===== src/rtl/instr_mem_loader.sv =====
// Boot-time instruction memory loader: receives a byte stream (2-byte word count, then big-endian words),
// writes each word to consecutive instruction memory addresses and releases the CPU reset when done.
module instr_mem_loader #(
    parameter int DEPTH = 256,
    parameter int CNT_W = 16
) (
    input  logic             clk_i,
    input  logic             rst_n,
    input  logic             start_i,
    input  logic             rx_valid_i,
    input  logic [7:0]       rx_data_i,
    output logic             rx_ready_o,
    output logic             imem_we_o,
    output logic [31:0]      imem_addr_o,
    output logic [31:0]      imem_data_o,
    output logic             cpu_rst_n_o,
    output logic             busy_o,
    output logic             done_o,
    output logic             err_o,
    output logic [CNT_W-1:0] words_loaded_o
);

    typedef enum logic [2:0] {
        IDLE,
        HDR,
        DATA,
        WRITE,
        DONE,
        ERR
    } state_t;

    localparam logic [31:0]      DEPTH_W = DEPTH;
    localparam logic [CNT_W-1:0] ONE     = 1;

    state_t             state_q, state_d;
    logic [CNT_W-1:0]   count_q, count_d;
    logic [1:0]         byte_idx_q, byte_idx_d;
    logic [7:0]         hdr_hi_q, hdr_hi_d;
    logic [31:0]        word_q, word_d;
    logic [CNT_W-1:0]   words_d;
    logic [CNT_W-1:0]   words_inc;
    logic [31:0]        addr_d, data_d;
    logic [15:0]        hdr_count;
    logic               accept;

    assign accept    = rx_valid_i & rx_ready_o;
    assign hdr_count = {hdr_hi_q, rx_data_i};
    assign words_inc = words_loaded_o + ONE;

    always_comb begin
        state_d    = state_q;
        count_d    = count_q;
        byte_idx_d = byte_idx_q;
        hdr_hi_d   = hdr_hi_q;
        word_d     = word_q;
        words_d    = words_loaded_o;
        addr_d     = imem_addr_o;
        data_d     = imem_data_o;

        case (state_q)
            IDLE, DONE, ERR: begin
                if (start_i) begin
                    state_d    = HDR;
                    count_d    = '0;
                    byte_idx_d = '0;
                    words_d    = '0;
                end
            end
            HDR: begin
                if (accept) begin
                    if (byte_idx_q == 2'd0) begin
                        hdr_hi_d   = rx_data_i;
                        byte_idx_d = 2'd1;
                    end else begin
                        byte_idx_d = 2'd0;
                        count_d    = CNT_W'(hdr_count);
                        if (hdr_count == 16'd0) begin
                            state_d = DONE;
                        end else if ({16'd0, hdr_count} > DEPTH_W) begin
                            state_d = ERR;
                        end else begin
                            state_d = DATA;
                        end
                    end
                end
            end
            DATA: begin
                if (accept) begin
                    word_d     = {word_q[23:0], rx_data_i};
                    byte_idx_d = byte_idx_q + 2'd1;
                    if (byte_idx_q == 2'd3) begin
                        state_d = WRITE;
                    end
                end
            end
            WRITE: begin
                words_d    = words_inc;
                byte_idx_d = '0;
                state_d    = (words_inc == count_q) ? DONE : DATA;
            end
            default: state_d = IDLE;
        endcase

        // The write strobe, address and data are registered, so they are prepared on the edge entering WRITE.
        if (state_d == WRITE) begin
            addr_d = 32'({words_loaded_o, 2'b00});
            data_d = word_d;
        end
    end

    always_ff @(posedge clk_i or negedge rst_n) begin
        if (!rst_n) begin
            state_q        <= IDLE;
            count_q        <= '0;
            byte_idx_q     <= '0;
            hdr_hi_q       <= '0;
            word_q         <= '0;
            words_loaded_o <= '0;
            imem_addr_o    <= '0;
            imem_data_o    <= '0;
            imem_we_o      <= 1'b0;
            rx_ready_o     <= 1'b0;
            busy_o         <= 1'b0;
            done_o         <= 1'b0;
            err_o          <= 1'b0;
            cpu_rst_n_o    <= 1'b0;
        end else begin
            state_q        <= state_d;
            count_q        <= count_d;
            byte_idx_q     <= byte_idx_d;
            hdr_hi_q       <= hdr_hi_d;
            word_q         <= word_d;
            words_loaded_o <= words_d;
            imem_addr_o    <= addr_d;
            imem_data_o    <= data_d;
            imem_we_o      <= (state_d == WRITE);
            rx_ready_o     <= (state_d == HDR) || (state_d == DATA);
            busy_o         <= (state_d == HDR) || (state_d == DATA) || (state_d == WRITE);
            done_o         <= (state_d == DONE);
            err_o          <= (state_d == ERR);
            cpu_rst_n_o    <= (state_d == DONE);
        end
    end

endmodule

===== config.mk =====
export PLATFORM = sky130hd
export DESIGN_NAME = instr_mem_loader
export DESIGN_NICKNAME = d
export VERILOG_FILES = /design/src/rtl/instr_mem_loader.sv
export SDC_FILE = /design/constraint.sdc
export NUM_CORES = 1
export LEC_CHECK = 0
export CORE_ASPECT_RATIO = 0.9
export CORE_MARGIN = 2
export CORE_UTILIZATION = 59
export CTS_BUF_LIST = sky130_fd_sc_hd__clkbuf_8
export DETAILED_ROUTE_END_ITERATION = 8
export PLACE_DENSITY = 0.94
export SETUP_SLACK_MARGIN = 0.3
export SLEW_MARGIN = 10
export SYNTH_ARGS = -nofsm -noshare
export SYNTH_HDL_FRONTEND = slang
export SYNTH_SLANG_ARGS = --single-unit

===== constraint.sdc =====
create_clock -name clk_i -period 4 [get_ports clk_i]
set_clock_uncertainty 0.1 [all_clocks]
set_input_delay 0.8 -clock clk_i [delete_from_list [all_inputs] [get_ports clk_i]]
set_output_delay 0.8 -clock clk_i [all_outputs]
set_load 0.05 [all_outputs]

==> results.tsv <==
metric	value	unit
routedWlPerCell	18.8	um
max_freq	0.314	GHz
via_per_inst	6.06	
grt_first_pass_wirelength	23300	um
dp_hpwl	9290	um
reg2reg_slack	0.82	ns
synthArstFlopShare	1.00	
tightest_slew	1.05	ns
setup_ws	0.820	ns
cp.required	4.24	ns
gp_congestion	0.889	
setup_viol	0	
synth_edf_count	0	
cts_hold_buf	0	
synth.area.top_cells	dfrtp_1 55%, mux2_2 10%, nand2_1 7.5%	
ios	98	
die_height	98.8	um
io_buffers	81	
post-cts-setup-buffer-count	0	
clock-sinks	130	
crit_end	rx_ready_o$_DFF_PN0_	
drt-initial-drc-count	340	
synth-seq-cells	130	
status	complete, no violations	
dr.pass1.iters	6	
wl	14200	um
hold_viol	0	
start_kind	flop	
ys_seq_area_frac	0.552	
worstSetupStartpoint	state_q[1]$_DFF_PN0_	
hp-class	reg -> reg	
antennaDiodeCount	0	
ant_nets	0	
syn_inst	542	
cts-root-buf	clkbuf_8	
antenna_found_initial	1	
syn_to_final_growth	21.0	%
grt_max_degree	75	
worst-setup-path-type	reg -> reg	
ys_types	53	
min_period	3.18	ns
fillCellCount	636	
grtUsageTotal	0.283	
coreArea	9700	um2
fp-row-count	34	
slew_violations	0	
num_vias	4584	
cts.repair.resized	0	
power_density	602	nW/um2
die_w	109	um
r2r_end	rx_ready_o$_DFF_PN0_	
drc	0	
cts_buffers	17	
drive_gt1_frac	0.167	
finalCritPeriodShare	0.795	
syn_area	5890	um2
critPathArrivalTime	3.42	ns
synth_top_cell_area_share	0.552	
clkLatencyLatePin	0.44	ns
cp-end-kind	flop	
grt_overflow	0	
synth_flop_cell	dfrtp_1	
final.setup.tns	0	ns
syn_avg_cell_area	10.9	um2
clkTransAtPathRegs	0.08	ns
dieArea	10800	um2
critical_path.max_stage_delay	0.68	ns
pre_cts_ws	0.531	ns
htreeDepth	4	
synth_top_cell_by_area	dfrtp_1	
vdd_drop_max	0.375	mV
maxCapViolCount	0	
hp-start	imem_addr_o[9]$_DFFE_PN0P_	
cts_buffer_depth	2	
p_leak	3.38	nW
start_util	0.607	
r2r_start	state_q[1]$_DFF_PN0_	
rsz0062_at_grt	false	
crit_fanout	35	
cts_tree	built	
crit_chain	nor3b_1 > nor2b_2 > nand2_2 > inv_2 > nor2_1 > and3_1 > nor4_1	
slew_headroom	0.298	
yosysWarnings	0	
rr_worst_depth	7	
layout.nets	632	
first_global_vias	4548	
critical_path.slowest_cell	inv_2	
==> layout by cell type (no fill, tap or decap), types with 3 or more instances in the layout <==
cell type and n:
a21oi_1 8, a22o_1 18, a31oi_1 6, and3_1 8
buf_4 7, bufinv_16 3, clkbuf_8 17, clkdlybuf4s50_1 80
clkinvlp_4 3, conb_1 16, dfrtp_1 130, ha_1 3
inv_1 8, inv_6 4, mux2_2 54, nand2_1 118
nand2b_1 3, nand3_1 9, nand4_1 7, nor2_1 20
nor2b_1 3, nor3_1 8, nor4_1 3, o21ai_0 26
o22ai_1 3, or4_1 3, xnor2_1 15, xor2_1 9
==> worst min path at each step <==
| stage | to | slack [ns] | depth (start not counted) |
|---|---|---|---|
| after floorplan | word_q[24]$_DFF_PN0_ | 0.34 | 2 |
| after global placement | word_q[30]$_DFF_PN0_ | 0.35 | 2 |
| after detailed placement | word_q[26]$_DFF_PN0_ | 0.37 | 2 |
| after CTS | word_q[29]$_DFF_PN0_ | 0.39 | 2 |
| after global routing | word_q[26]$_DFF_PN0_ | 0.42 | 2 |
| final | imem_addr_o[9]$_DFFE_PN0P_ | 0.39 | 2 |
==> state kept, by name, indices dropped and copies added, names as in the netlist <==
register / cells
byte_idx_q: 2
word_q: 32
imem_we_o: 1
state_q: 3
rx_ready_o: 1
hdr_hi_q: 8
done_o: 1
imem_data_o: 32
busy_o: 1
imem_addr_o: 16
err_o: 1
words_loaded_o: 16
count_q: 16
==> routing by layer <==
| layer | GRT usage | vias up | routed length, um | share of wire |
|---|---|---|---|---|
| met5 | 0 | - | 0 | 0 |
| met4 | 0.123 | 0 | 425 | 0.030 |
| met3 | 0.0668 | 57 | 1180 | 0.083 |
| met2 | 0.424 | 280 | 6730 | 0.47 |
| met1 | 0.398 | 2253 | 5900 | 0.41 |
| li1 | - | 1994 | - | - |
==> area by class of cell <==
type / count / area (um2) / share of cell area
clock inverter: 15 / 181 / 0.0255
sequential: 130 / 3250 / 0.456
clock buffer: 17 / 234 / 0.0328
inverter: 8 / 30.0 / 0.00421
timing repair buffer: 88 / 873 / 0.123
tap: 126 / 158 / 0.0221
multi-input combinational: 372 / 2400 / 0.336
==> power by group <==
part           switching, mW  leakage, nW  internal, mW  total, mW
logic                  0.749         1.45         0.475       1.22
clock network          0.562        0.207         0.624       1.19
registers              0.258         1.73          1.62       1.88
==> worst max-delay path, delay by kind of cell (launching register included) <==
family	cells	cell delay [ns]
flip-flops	1	0.59
AND/OR/NAND/NOR	6	1.68
buffers and inverters	1	0.68
==> cells in the mapped netlist, drive strengths merged, types with 2 or more instances <==
library cell,count
dfrtp,130
nand2,119
mux2,54
buf,31
o21ai,27
nor2,20
a22o,18
clkbuf,16
xnor2,15
nand3,10
and3,9
nor3,9
xor2,9
a21oi,8
inv,8
nand4,8
nor4,7
a31oi,6
nor2b,4
or4,4
ha,3
nand2b,3
o22ai,3
a311oi,2
o211ai,2
o41ai,2
or3,2
==> per-stage QoR <==
stage / instances / total power, mW / util / area [um2] / hold slack (ns)
finish: 756 / 4.29 / 0.735 / 7130 / 0.387
global route: 756 / 4.47 / 0.735 / 7130 / 0.416
CTS: 756 / 4.27 / 0.735 / 7130 / 0.391
detailed placement: 724 / 3.08 / 0.692 / 6710 / 0.369
global placement: 724 / 3.01 / 0.692 / 6710 / 0.352
floorplan: 557 / 2.71 / - / 5950 / 0.336
==> cells by family after synthesis <==
| family | after synthesis | share of synthesized area |
|---|---|---|
| AOI/OAI and AO/OA | 76 | 0.0871 |
| xor gates and xnor gates | 24 | 0.0357 |
| adders and majority gates | 3 | 0.00637 |
| buffers and inverters | 55 | 0.0516 |
| DFF | 130 | 0.552 |
| muxes | 54 | 0.103 |
| other | 1 | 0.000637 |
| and+or+nand+nor | 199 | 0.163 |
Power figures use the tool's default switching activity.
